$ cat src/rtl/fifo_pkg.sv
// Shared types and default sizing for the FIFO read-side stream engine.
// Contents:
//   FIFO_WIDTH, FIFO_BUF_DEPTH, FIFO_LEN_W, FIFO_CNT_W : default parameter values
//   PTR_W, OCC_W                                       : holding-buffer pointer/occupancy widths
//   fifo_word_t                                        : one FIFO data word
package fifo_pkg;

    localparam int unsigned FIFO_WIDTH     = 16;
    localparam int unsigned FIFO_BUF_DEPTH = 3;
    localparam int unsigned FIFO_LEN_W     = 8;
    localparam int unsigned FIFO_CNT_W     = 16;

    localparam int unsigned PTR_W = $clog2(FIFO_BUF_DEPTH);
    localparam int unsigned OCC_W = $clog2(FIFO_BUF_DEPTH + 1);

    typedef logic [FIFO_WIDTH-1:0] fifo_word_t;

endpackage

$ cat src/rtl/stream_holding_buf.sv
// Circular holding buffer with push/pop, occupancy and head-of-queue data.
// Ports:
//   clk, rst        : clock and synchronous active-high reset
//   push, push_data : write push_data at the tail this clock
//   pop             : retire the head entry this clock
//   occ             : number of valid entries
//   head_data       : oldest entry (stale when occ == 0)
// The owner guarantees no push when full and no pop when empty; a push and a
// pop in the same clock are allowed at any occupancy in between.
module stream_holding_buf
    import fifo_pkg::*;
#(
    parameter int unsigned WIDTH = FIFO_WIDTH,
    parameter int unsigned DEPTH = FIFO_BUF_DEPTH
) (
    input  logic                         clk,
    input  logic                         rst,
    input  logic                         push,
    input  logic [WIDTH-1:0]             push_data,
    input  logic                         pop,
    output logic [$clog2(DEPTH+1)-1:0]   occ,
    output logic [WIDTH-1:0]             head_data
);

    localparam int unsigned PW = (DEPTH > 1) ? $clog2(DEPTH) : 1;
    localparam int unsigned OW = $clog2(DEPTH + 1);

    logic [WIDTH-1:0] mem [DEPTH];
    logic [PW-1:0]    wr_ptr;
    logic [PW-1:0]    rd_ptr;
    logic [OW-1:0]    occ_q;

    // Pointer advance with wrap at DEPTH (DEPTH need not be a power of two).
    function automatic logic [PW-1:0] ptr_inc(input logic [PW-1:0] p);
        return (p == PW'(DEPTH - 1)) ? '0 : p + PW'(1);
    endfunction

    // Storage, pointers and occupancy; storage is cleared so head_data reads 0 after reset.
    always_ff @(posedge clk) begin
        if (rst) begin
            wr_ptr <= '0;
            rd_ptr <= '0;
            occ_q  <= '0;
            for (int unsigned i = 0; i < DEPTH; i++) begin
                mem[PW'(i)] <= '0;
            end
        end else begin
            if (push) begin
                mem[wr_ptr] <= push_data;
                wr_ptr      <= ptr_inc(wr_ptr);
            end
            if (pop) begin
                rd_ptr <= ptr_inc(rd_ptr);
            end
            occ_q <= occ_q + OW'(push) - OW'(pop);
        end
    end

    assign occ       = occ_q;
    assign head_data = mem[rd_ptr];

endmodule

$ cat src/rtl/fifo_stream_reader.sv
// Read-side engine: drains a FIFO pop interface (data one cycle after the
// strobe) into a valid/ready stream with packet framing and a packet counter.
// Ports:
//   clk_core, rst_core           : clock, synchronous active-high reset
//   enable                       : permits issuing new FIFO reads
//   pkt_len                      : beats per packet (0 treated as 1)
//   fifo_empty, fifo_data        : FIFO status and registered read data
//   fifo_read                    : FIFO pop strobe
//   m_valid, m_ready, m_data     : output stream handshake and data
//   m_last                       : final beat of the current packet
//   busy                         : words in flight/buffered or packet partially sent
//   pkt_count                    : completed packets, wrapping
module fifo_stream_reader
    import fifo_pkg::*;
#(
    parameter int unsigned WIDTH     = FIFO_WIDTH,
    parameter int unsigned BUF_DEPTH = FIFO_BUF_DEPTH,
    parameter int unsigned LEN_W     = FIFO_LEN_W,
    parameter int unsigned CNT_W     = FIFO_CNT_W
) (
    input  logic             clk_core,
    input  logic             rst_core,
    input  logic             enable,
    input  logic [LEN_W-1:0] pkt_len,
    input  logic             fifo_empty,
    input  logic [WIDTH-1:0] fifo_data,
    output logic             fifo_read,
    output logic             m_valid,
    input  logic             m_ready,
    output logic [WIDTH-1:0] m_data,
    output logic             m_last,
    output logic             busy,
    output logic [CNT_W-1:0] pkt_count
);

    localparam int unsigned OW    = $clog2(BUF_DEPTH + 1);
    localparam int unsigned SUM_W = OW + 1;

    logic             inflight;
    logic [OW-1:0]    occ;
    logic             pop;
    logic [LEN_W-1:0] bcnt;
    logic [LEN_W-1:0] len_q;
    logic [LEN_W-1:0] len_in;
    logic [LEN_W-1:0] len_eff;

    // Holding buffer absorbs the FIFO read latency so back-pressure never drops a word.
    stream_holding_buf #(
        .WIDTH (WIDTH),
        .DEPTH (BUF_DEPTH)
    ) u_buf (
        .clk       (clk_core),
        .rst       (rst_core),
        .push      (inflight),
        .push_data (fifo_data),
        .pop       (pop),
        .occ       (occ),
        .head_data (m_data)
    );

    // Only issue a read when its word is guaranteed a free buffer slot.
    assign fifo_read = enable & ~fifo_empty & ~rst_core
                     & ((SUM_W'(occ) + SUM_W'(inflight)) < SUM_W'(BUF_DEPTH));

    assign m_valid = (occ != '0);
    assign pop     = m_valid & m_ready;

    // Length is sampled at the first beat of a packet and held until its last beat.
    assign len_in  = (pkt_len == '0) ? LEN_W'(1) : pkt_len;
    assign len_eff = (bcnt == '0) ? len_in : len_q;
    assign m_last  = m_valid & (bcnt == len_eff - LEN_W'(1));

    assign busy = inflight | (occ != '0) | (bcnt != '0);

    // Read-latency tracker and framing counters.
    always_ff @(posedge clk_core) begin
        if (rst_core) begin
            inflight  <= 1'b0;
            bcnt      <= '0;
            len_q     <= '0;
            pkt_count <= '0;
        end else begin
            inflight <= fifo_read;
            if (pop) begin
                if (bcnt == '0) begin
                    len_q <= len_eff;
                end
                if (m_last) begin
                    bcnt      <= '0;
                    pkt_count <= pkt_count + CNT_W'(1);
                end else begin
                    bcnt <= bcnt + LEN_W'(1);
                end
            end
        end
    end

endmodule

$ cat config.mk
export PLATFORM = sky130hd
export DESIGN_NAME = fifo_stream_reader
export DESIGN_NICKNAME = d
export VERILOG_FILES = /design/src/rtl/fifo_pkg.sv /design/src/rtl/stream_holding_buf.sv /design/src/rtl/fifo_stream_reader.sv
export SDC_FILE = /design/constraint.sdc
export NUM_CORES = 1
export LEC_CHECK = 0
export CAP_MARGIN = 20
export CELL_PAD_IN_SITES_DETAIL_PLACEMENT = 1
export CELL_PAD_IN_SITES_GLOBAL_PLACEMENT = 1
export CORE_ASPECT_RATIO = 0.5
export CORE_MARGIN = 2
export CORE_UTILIZATION = 40
export CTS_BUF_LIST = sky130_fd_sc_hd__clkbuf_16
export CTS_CLUSTER_SIZE = 28
export DETAILED_ROUTE_END_ITERATION = 7
export HOLD_SLACK_MARGIN = 0.12
export PLACE_DENSITY = 0.78
export SYNTH_ARGS = -nofsm -noshare
export SYNTH_HDL_FRONTEND = slang
export SYNTH_SLANG_ARGS = --single-unit
$ cat constraint.sdc
create_clock -name clk_core -period 3.5 [get_ports clk_core]
set_input_delay 0.35 -clock clk_core [delete_from_list [all_inputs] [get_ports clk_core]]
set_output_delay 0.35 -clock clk_core [all_outputs]
set_load 0.01 [all_outputs]
* After elaboration in Yosys (flattened, before gate mapping)
Memory sizes are Yosys's and may differ from the RTL's. A register that Yosys moved wholly into a read port is not among the register bits.
Cells that the tools add are included.
W data, S select, Z words.
** Storage, ports and cells
- Bits in registers :: 39
- Bits in latches :: 0
- Memory bits (writable) :: 48
- ROM bits :: 0
- Input bits :: 29
- Output and inout bits :: 36
- Word-level logic and storage cells :: 51
- Memories kept :: 1
** Memory list
- u_buf.mem :: depth 3, width 16, rd ports 1, clocked after memory_dff 1, wr ports 3, line stream_holding_buf.sv:28 : logic [WIDTH-1:0] mem [DEPTH];
** Operators by class
- $add $sub $neg :: 8
- Multipliers :: 0
- Div/mod/pow operators :: 0
- Magnitude comparators :: 1
- Equal/unequal tests :: 3
- Shift operators :: 0
- Multiplexer cells :: 15
- Bitwise gates (word level) :: 9
- Reductions and logical operators :: 7
** Operators by type and width (count)
- $mux W8 :: 3
- $add A16 B1 Y16 const B :: 1
- $logic_not A8 Y1 :: 2
- $mux W16 :: 1
- $reduce_or A16 Y1 :: 1
- $mux W2 :: 5
- $add A8 B1 Y8 const B :: 1
- $eq A8 B8 Y1 :: 1
- $reduce_bool A8 Y1 :: 1
- $sub A8 B1 Y8 const B :: 1
- $mux W1 :: 6
- $and A1 B1 Y1 :: 5
- $add A2 B1 Y2 const B :: 2
- $eq A2 B2 Y1 const B :: 2
- $reduce_and A2 Y1 :: 2
- $add A2 B1 Y3 :: 1
- $lt A3 B2 Y1 const B :: 1
- $add A2 B1 Y2 :: 1
- $not A1 Y1 :: 2
- $or A1 B1 Y1 :: 2
- $reduce_bool A2 Y1 :: 1
- $sub A2 B1 Y2 :: 1

* Depth between registers and ports, before layout
- Depth in word-level cells :: 7
- Mapped depth :: 14
- Gate-level depth less buffers :: 12

* Hierarchy
A second synthesis with hierarchy kept.
** Second synthesis, totals
- Cells, all modules :: 420
- Area total of the unflattened synthesis :: 5049.8 um^2
** Modules (own cells, without submodules)
- stream_holding_buf :: times used 1, cells each 171, area an instance 3041.7 um^2, seq. area each 2082.0 um^2
- fifo_stream_reader :: times used 1, cells each 249, area an instance 2008.2 um^2, seq. area each 660.6 um^2

* Least setup slack after synthesis
Ideal clock, no wire load.
- Path type :: flip-flop to flip-flop
- Start :: register bcnt[0]
- End :: register pkt_count[5]
- Setup time :: 0.121 ns
- Data arrival time :: 3.319 ns
- Setup slack :: 0.060 ns
- Stages on the path, launching flop included :: 15
- Clock period less this slack :: 3.440 ns
- Cell sequence :: dfxtp_1 -> inv_1 -> ha_1 -> or3b_2 -> clkbuf_1 -> nor2_8 -> mux2i_1 -> ha_1 -> xor2_1 -> nand2_1 -> nor3b_1 -> o2111ai_2 -> buf_6 -> nor4_1 -> mux2_2
** Between the ends
- Word-level cells in the longest chain between the ends :: 6
** Ends and longest elaborated chain
- start: declaration :: line fifo_stream_reader.sv:42 : logic [LEN_W-1:0] bcnt;
- start signal: assignment :: line fifo_stream_reader.sv:92 : bcnt <= bcnt + LEN_W'(1);
- $logic_not A8 Y1 :: line fifo_stream_reader.sv:70 : assign len_eff = (bcnt == '0) ? len_in : len_q;
- $mux W8 :: line fifo_stream_reader.sv:70
- $sub A8 B1 Y8 :: line fifo_stream_reader.sv:71 : assign m_last = m_valid & (bcnt == len_eff - LEN_W'(1));
- $eq A8 B8 Y1 (*) :: line fifo_stream_reader.sv:71
- $and A1 B1 Y1 (*) :: line fifo_stream_reader.sv:71
- $reduce_and A2 Y1 (no source line) (*)
- end signal: assignment :: line fifo_stream_reader.sv:90 : pkt_count <= pkt_count + CNT_W'(1);
- end: declaration :: line fifo_stream_reader.sv:33 : output logic [CNT_W-1:0] pkt_count
Mark *: on every way between the ends. The rest lies on a longest branch, timed or not.
A chain may end at the register's enable or synchronous reset.

* Worst setup path after layout
- Start :: register bcnt[2]
- End :: output port m_last
** Between the ends
- Word-level cells in the longest chain between the ends :: 5
** Ends and longest elaborated chain
- $logic_not A8 Y1 :: line fifo_stream_reader.sv:70
- $mux W8 :: line fifo_stream_reader.sv:70
- $sub A8 B1 Y8 :: line fifo_stream_reader.sv:71
- $eq A8 B8 Y1 (*) :: line fifo_stream_reader.sv:71
- $and A1 B1 Y1 (*) :: line fifo_stream_reader.sv:71
- end: declaration :: line fifo_stream_reader.sv:31 : output logic m_last,
Marked as above.

==> impl_metrics.py <==
metrics = {
    "placed_design": {
        "dpl.hpwl_um": 8755,
        "place_inst": 700,
        "place_area_mm2": 0.006248,
        "gp_congestion": 0.8430,
        "io_buffers": 64,
    },
    "layout": {
        "post-route-util_pct": 52.39,
        "stdcell_count": 716,
        "fill_cells": 1347,
        "final_nets": 578,
        "syn2layout_area_growth_pct": 27.67,
        "final_area_mm2": 0.006634,
        "drive_above_1_share_pct": 21.61,
        "antenna_cells": 0,
    },
    "setup_path": {
        "path_buf_inv": 1,
        "crit_path_end": "m_last",
        "crit_chain": "or4_1 -> nor2_8 -> mux2i_2 -> ha_4 -> nor3b_1 -> mux2i_1 -> xor2_1 -> nand3_1 -> nor3_2 -> buf_2",
        "crit_family": "simple AND/OR/NAND/NOR gates",
        "cp.arrival_ps": 3010,
        "setup.worst_path.start_class": "flop",
        "cpPeakStageDelay_ps": 660,
        "cp-startpoint": "bcnt[2]$_SDFFE_PP0P_",
        "r2r_setup_slack_ps": 170,
        "cp_num_cells": 10,
        "worst_ep_required_time_ps": 3150,
        "critPathKind": "reg2out",
        "reg2reg_from": "bcnt[2]$_SDFFE_PP0P_",
        "crit_fanout": 4,
        "reg2reg_depth": 12,
        "crit_path_top_delay_cell": "or4_1",
        "rr_endpoint": "pkt_count[6]$_SDFFE_PP0P_",
        "cp-end-kind": "primary output",
    },
    "synthesis": {
        "yosysTopAreaCell": "edfxtp_1",
        "synth_seq_cells": 105,
        "synthArstFlopShare_pct": 0,
        "netlist_instances": 449,
        "ys_types": 58,
        "syn_area_mm2": 0.005196,
        "synth_top_area_share_pct": 36.99,
        "yosysSeqAreaShare_pct": 52.78,
        "synth_warnings": 0,
        "ys_top_cells_by_area": "edfxtp_1, dfxtp_1, mux4_2",
        "synth.avg_cell_area_um2": 11.57,
        "ys.flop_type": "edfxtp_1",
        "synth-edff-count": 64,
        "synthTopCellsByCount": "edfxtp_1, dfxtp_1, and2_1, nand2_1, nor2_1",
        "synth_nets": 486,
        "synth.most_common_cell": "edfxtp_1",
    },
    "detailed_routing": {
        "wirelength_um": 12770,
        "wire_per_inst_um": 17.83,
        "drtPass1Iterations": 4,
        "drc": 0,
        "detail-route-antenna-nets": 0,
        "viasPerCell": 5.295,
        "drt_iter0_drc": 181,
        "dr_total_vias": 3791,
    },
    "timing": {
        "setup_violations": 0,
        "hold_violations": 0,
        "fmax_ghz": 0.2976,
        "finClkSkew_ps": 9.230,
        "worst_slew_pin_slew_ps": 823.3,
        "relSlewSlack_pct": 45.04,
        "finalMaxSlewViolations": 0,
        "rsz0062_at_grt": "no",
        "period_needed_ps": 3360,
        "tns_ps": 0,
        "fin_crit_sh_pct": 96.01,
    },
    "power_and_ir_drop": {
        "p_leak_uw": 0.002520,
        "power_per_cell_area_mw_per_mm2": 559.2,
        "ir_drop_mv": 0.2523,
        "power.total_uw": 3710,
    },
    "clocking": {
        "clockRootBuffer": "clkbuf_16",
        "tritoncts": "yes",
        "cts_buffers": 9,
        "clk_pin_slew_ps": 70,
        "cts_hold_buf": 0,
        "clk_latency_ps": 360,
        "cts_num_sinks": 105,
        "clockBufferDepth": 2,
        "cts_htree_levels": 3,
    },
    "floorplanning": {
        "die_w_um": 165.2,
        "die_area_mm2": 0.01397,
        "ioPinCount": 65,
        "core-area_mm2": 0.01266,
        "die_y_um": 84.60,
        "num_rows": 29,
        "initial_core_util_pct": 41.03,
    },
    "outcome": {
        "status": "finished clean",
    },
    "flow_run": {
        "max_cap_violations": 0,
    },
    "global_route": {
        "grt_max_degree": 51,
        "grt_pass1_vias": 3985,
        "grt_usage_pct": 19.33,
        "antenna_found_initial": 0,
        "grt_pass1_wl_um": 20840,
        "grt-ovfl-total": 0,
    },
    "hold_path": {
        "worstHoldStart": "rst_core",
        "hold_path.class": "in2reg",
    },
}
==> worst register-to-register path, stage by stage, from the launching register on <==
cell and delay, ps:
dfxtp_1 320, or4_1 660, nor2_8 190, mux2i_2 270, ha_4 190, nor3b_1 190, mux2i_1 120, xor2_1 220
buf_4 140, o2111ai_2 120, buf_6 170, nor4_2 270, mux2_2 360
==> cell families (layout without fill, tap and decap cells) <==
group | count (synthesis) | after routing | synth area share [%]
buffers and inverters | 34 | 131 | 2.793
AOI/OAI and AO/OA | 43 | 43 | 6.164
xor gates and xnor gates | 15 | 15 | 2.528
muxes | 38 | 38 | 11.63
and+or+nand+nor | 206 | 206 | 22.18
adders and majority gates | 8 | 8 | 1.926
DFF | 105 | 105 | 52.78
==> routing by layer <==
layer	share of wire, %	vias to the layer above	track usage, %
met3	3.1	10	3.706
met1	45	1891	24.99
met4	0.76	0	4.269
met5	0	-	0
li1	-	1836	-
met2	51	54	33.86
==> registers in the layout (all words and copies together), names as in the netlist, named ones only <==
register,flops
u_buf.mem,64
pkt_count,16
bcnt,8
len_q,8
u_buf.occ,2
u_buf.rd_ptr,2
u_buf.wr_ptr,2
inflight,1
==> area by class of cell <==
class	instances	area (um2)	share of cell area (%)
inverter	9	33.78	0.5092
timing repair buffer	106	957.2	14.43
clock buffer	9	225.2	3.395
clock inverter	7	77.57	1.169
sequential	105	2743	41.34
tap	170	212.7	3.206
multi-input combinational	310	2385	35.95
==> layout by cell type, fill, tap and decap left out, types with 16 or more instances in the layout <==
master           count
edfxtp_1            64
clkdlybuf4s50_1     59
dfxtp_1             41
buf_4               41
and2_1              36
nand2_1             33
nor2_1              31
nor2b_1             19
and3_1              18
a21oi_1             17
nor3_1              17
mux4_2              16
==> stage by stage <==
step,setup slack (ps),hold WS [ps]
after floorplan,60.40,448.9
after global placement,-470.6,486.9
after detailed placement,-496.2,507.4
after CTS,11.92,287.7
after global routing,15.82,296.7
final,139.6,291.9
==> what timing repair did <==
action	4_1_cts	5_1_grt
pin swaps	0	5
resized for setup	12	9
endpoints found under the hold margin	0	0
endpoints found under the setup margin	4	15
gates cloned	0	0
setup buffers	0	0
==> worst min-delay path by stage <==
stage / cells after the start / slack (ps) / to
final: 2 / 290 / u_buf.wr_ptr[1]$_SDFFE_PP0P_
after global routing: 2 / 300 / u_buf.wr_ptr[1]$_SDFFE_PP0P_
after floorplan: 0 / 450 / u_buf.mem[3][0]$_DFFE_PP_
after CTS: 2 / 290 / u_buf.wr_ptr[1]$_SDFFE_PP0P_
after detailed placement: 2 / 510 / len_q[7]$_SDFFE_PP0P_
after global placement: 2 / 490 / u_buf.rd_ptr[1]$_SDFFE_PP0P_
==> power by group <==
part | switching (uW) | leakage (uW) | internal, uW
sequential | 69.2 | 0.000973 | 1380
clock | 523 | 0.000144 | 509
combinational | 615 | 0.00140 | 608
No activity file was read; power rests on OpenSTA's default activity.
==> patch 1 (same settings) <==
Set the package constant `FIFO_WIDTH` to 12 (it was 16).
--- a/src/rtl/fifo_pkg.sv
+++ b/src/rtl/fifo_pkg.sv
@@ -7,3 +7,3 @@
 
-    localparam int unsigned FIFO_WIDTH     = 16;
+    localparam int unsigned FIFO_WIDTH     = 12;
     localparam int unsigned FIFO_BUF_DEPTH = 3;
Interface: changed (resized fifo_data and m_data); port bits go from 65 to 57. The function was not compared with the original's and may differ.
==> patch 1 against the original RTL <==
The flow now finishes with violations (setup timing); routed wire length is 9.4% lower; sequential cell count is 16 lower; cell area decreased by 11%; via count down 10%; setup slack worse by 0.51 ns; core utilization grew 4.4 points; power is 16% lower; global-route usage increased by 1.3 points; area after synthesis fell by 16%; critical endpoint is now pkt_count[15]$_SDFFE_PP0P_; highest routed layer unchanged.
==> patch 1: results (changes against the original RTL) <==
* Pre-CTS WS at -0.870 ns (was -0.496 ns)
* XOR/XNOR share of the synthesized area at 0.0383 (was 0.0253)
* Slowest CP cell: or3b_4 (was or4_1)
* Final WS setup at -0.371 ns (was 0.140 ns)
* Resize count post-CTS at 26 (was 12)
* Placer Congestion at 0.854 (was 0.843)
* Drt via density at 5.39 (was 5.29)
* WL met2 at 6010 um (was 6480 um)
* Comb_multi_in at 266 (was 310)
* Placed Instance Area at 5360 sq um (was 6250 sq um)
* Worst EP arrival at 4.10 ns (was 3.01 ns)
* Clock Latency Late Sink at 0.34 ns (was 0.36 ns)
* Vias in the first global route at 3692 (was 3985)
* Post-CTS Setup Inserts at 12 (was 0)
* Setup violations, final at 24 (was 0)
* Multi-input combinational cell area at 2140 sq um (was 2380 sq um)
* EDFF count, synth at 48 (was 64)
* Reg area at 2270 sq um (was 2740 sq um)
* FILL cells at 1082 (was 1347)
* Ranking of synthesized cells by area: edfxtp_1 33%, dfxtp_1 19%, mux4_2 6.2% (was edfxtp_1 37%, dfxtp_1 16%, mux4_2 6.9%)
* Worst Hold End: len_q[4]$_SDFFE_PP0P_ (was u_buf.wr_ptr[1]$_SDFFE_PP0P_)
* Critical path type: register to register (was register to output pin)
* Drt first pass iters at 5 (was 4)
* Reg power frac at 0.402 (was 0.392)
* Reg2reg path depth at 17 (was 12)
* Buffer share of cell area at 0.166 (was 0.144)
* Least-Margin Pin Slew at 0.866 ns (was 0.823 ns)
* Failing checks: setup timing
* Initial DRC count at 155 (was 181)
* Worst R2R Start: bcnt[1]$_SDFFE_PP0P_ (was bcnt[2]$_SDFFE_PP0P_)
* Power Total at 0.00311 W (was 0.00371 W)
* Non-CTS buffers at 107 (was 106)
* Top Registers: u_buf.mem: 48 flops, pkt_count: 16 flops (was u_buf.mem: 64 flops, pkt_count: 16 flops)
* Leakage power at 2.17 nW (was 2.52 nW)
* Clock skew at 0.0104 ns (was 0.00923 ns)
* Min Hold Slack at 0.498 ns (was 0.292 ns)
* Status: finished with violations (was completed)
* M1 wire length at 5090 um (was 5800 um)
* Total Routing Usage GR at 0.206 (was 0.193)
* Placed Cells at 604 (was 700)
* Sink Count at 89 (was 105)
* Inverters at 15 (was 9)
patch 1: changes by cell type after synthesis, moves of 9 or more:
| cell | before | now |
|---|---|---|
| nor3_1 | 19 | 7 |
| nor4_1 | 12 | 0 |
| nor2b_1 | 19 | 5 |
| a21oi_1 | 17 | 26 |
| and2_1 | 36 | 25 |
| or3_1 | 1 | 11 |
| edfxtp_1 | 64 | 48 |
| mux2_2 | 15 | 1 |
patch 1: worst register-to-register path, stage by stage (launching register included):
cell,delay [ns]
dfxtp_2,0.33
inv_2,0.08
ha_4,0.14
nor4b_4,0.26
and3_4,0.29
mux2i_4,0.24
ha_2,0.21
buf_6,0.09
nor3b_4,0.18
or3b_4,0.40
mux2i_2,0.17
a21boi_2,0.10
buf_4,0.15
a2111oi_4,0.17
buf_4,0.21
o211ai_4,0.09
or3_4,0.35
mux2_4,0.30
==> patch 2 (same settings) <==
Without the edit above. Reset style: asynchronous (`rst` and `rst_core`), changed in 2 clocked blocks. Comments in the files are not updated.
--- a/src/rtl/stream_holding_buf.sv
+++ b/src/rtl/stream_holding_buf.sv
@@ -38,3 +38,3 @@
     // Storage, pointers and occupancy; storage is cleared so head_data reads 0 after reset.
-    always_ff @(posedge clk) begin
+    always_ff @(posedge clk or posedge rst) begin
         if (rst) begin
--- a/src/rtl/fifo_stream_reader.sv
+++ b/src/rtl/fifo_stream_reader.sv
@@ -75,3 +75,3 @@
     // Read-latency tracker and framing counters.
-    always_ff @(posedge clk_core) begin
+    always_ff @(posedge clk_core or posedge rst_core) begin
         if (rst_core) begin
Check against the original RTL: differs if rst_core is asserted again (counterexample within 4 cycles, from zero or initial values and one cycle with rst_core high); with rst_core held inactive, the same outputs for 4 cycles.
==> patch 2 against the original RTL <==
Register-to-register slack better by 0.03 ns; critical path depth increased by 3; power grew 13%; sequential cell count decreased by 18; area after synthesis is 14% lower; die area shrank 14%; setup slack better by 0.022 ns; routed wire length shrank 15%; cell area fell by 13%; critical endpoint unchanged.
==> patch 2: results (changes against the original RTL) <==
* Power Internal at 0.00279 W (was 0.00250 W)
* Core Box Area at 10900 sq um (was 12700 sq um)
* Post-synth top cells: 87 x dfrtp_1, 56 x mux2_2, 34 x nand2_1, 24 x xnor2_1, 23 x mux2i_1 (was 64 x edfxtp_1, 41 x dfxtp_1, 36 x and2_1, 33 x nand2_1, 31 x nor2_1)
* Max rail drop VDD at 0.337 mV (was 0.252 mV)
* Sink Count at 87 (was 105)
* FILL cells at 1195 (was 1347)
* Grt met1 use at 0.254 (was 0.250)
* Ranking of synthesized cells by area: dfrtp_1 49%, mux2_2 14%, mux2i_1 5.2% (was edfxtp_1 37%, dfxtp_1 16%, mux4_2 6.9%)
* DR vias at 3343 (was 3791)
* Placed Instance Area at 5480 sq um (was 6250 sq um)
* Met3 usage at 0.0459 (was 0.0371)
* Synthesized Nets at 433 (was 486)
* Vias in the first global route at 3514 (was 3985)
* Synth Area in Compound Gates at 0.0678 (was 0.0616)
* Buffer share of cell area at 0.161 (was 0.144)
* Crit-path max FO at 3 (was 4)
* Leakage power at 2.49 nW (was 2.52 nW)
* Seq/Total Area, Yosys at 0.487 (was 0.528)
* Top Registers: u_buf.mem: 48 flops, pkt_count: 16 flops (was u_buf.mem: 64 flops, pkt_count: 16 flops)
* Multi-input combinational cell area at 2180 sq um (was 2380 sq um)
* Routed WL at 10900 um (was 12800 um)
* Post-synth top flop: dfrtp_1 (was edfxtp_1)
* Nets at 524 (was 578)
* Placer Congestion at 0.824 (was 0.843)
* Total Routing Usage GR at 0.191 (was 0.193)
* Min-delay worst type: primary input to asynchronous set/reset pin (was primary input to register)
* Worst EP arrival at 2.99 ns (was 3.01 ns)
* XOR/XNOR share of the synthesized area at 0.0569 (was 0.0253)
* M2 GR Usage at 0.323 (was 0.339)
* Seq group at 0.00159 W (was 0.00145 W)
* Share of cells above drive strength 1 at 0.240 (was 0.216)
* Reg-to-reg endpoint: pkt_count[3]$_DFFE_PP0P_ (was pkt_count[6]$_SDFFE_PP0P_)
* CP Launch Point: bcnt[0]$_DFFE_PP0P_ (was bcnt[2]$_SDFFE_PP0P_)
* Non-CTS buffers at 99 (was 106)
* First-pass GRT wire length at 18200 um (was 20800 um)
* Clock skew at 0.00558 ns (was 0.00923 ns)
* Gate power share at 0.411 (was 0.330)
* Status: completed (unchanged)
* Max incr delay on CP at 0.38 ns (was 0.66 ns)
* Slew headroom at 0.334 (was 0.450)
* HPWL after DPL at 7710 um (was 8750 um)
* Largest net degree at the start of global routing at 55 (was 51)
* Inverters at 12 (was 9)
* Multiplexer share of the synthesized area at 0.198 (was 0.116)
* Clk tree area frac at 0.0455 (was 0.0456)
-- patch 2: cell types whose count changed after synthesis, moves of 11 or more --
cell | unedited run | this run
dfrtp_1 | 0 | 87
edfxtp_1 | 64 | 0
and2_1 | 36 | 2
dfxtp_1 | 41 | 0
xnor2_1 | 5 | 24
nor2b_1 | 19 | 3
nor2_1 | 31 | 13
o21ai_0 | 4 | 22
mux2i_1 | 6 | 23
a21oi_1 | 17 | 5
mux2_2 | 15 | 56
nor3_1 | 19 | 8
mux4_2 | 16 | 0
-- patch 2: worst min path at each step --
stage                                         start  slack (ns)                   endpoint  cells after the start
after CTS                 pkt_count[12]$_DFFE_PP0P_        0.50  pkt_count[12]$_DFFE_PP0P_                      1
after detailed placement  pkt_count[12]$_DFFE_PP0P_        0.49  pkt_count[12]$_DFFE_PP0P_                      1
after global routing                       rst_core        0.38  pkt_count[11]$_DFFE_PP0P_                      2
after global placement    pkt_count[15]$_DFFE_PP0P_        0.47  pkt_count[15]$_DFFE_PP0P_                      1
after floorplan              u_buf.occ[1]$_DFF_PP0_        0.46     u_buf.occ[1]$_DFF_PP0_                      1
final                                      rst_core        0.35   pkt_count[8]$_DFFE_PP0P_                      2
-- patch 2: through the flow --
stage	utilization	hold slack [ns]	instances	TNS [ns]	setup slack (ns)
finish	0.527	0.348	636	0	0.162
global route	0.527	0.376	636	0	0.00503
CTS	0.525	0.497	635	0	0.00501
detailed placement	0.501	0.485	620	-0.268	-0.208
global placement	0.501	0.467	620	-0.132	-0.132
floorplan	-	0.465	396	0	0.296
-- patch 2: layer usage --
layer  wire length [um]  share of wire
met5                  0              0
met4                 77         0.0071
met3                353          0.032
met2               5350           0.49
met1               5090           0.47
-- patch 2: repair_timing --
item | in CTS | in global routing
pin swaps | 1 | 1
setup endpoints to repair | 1 | 4
resized for setup | 4 | 4
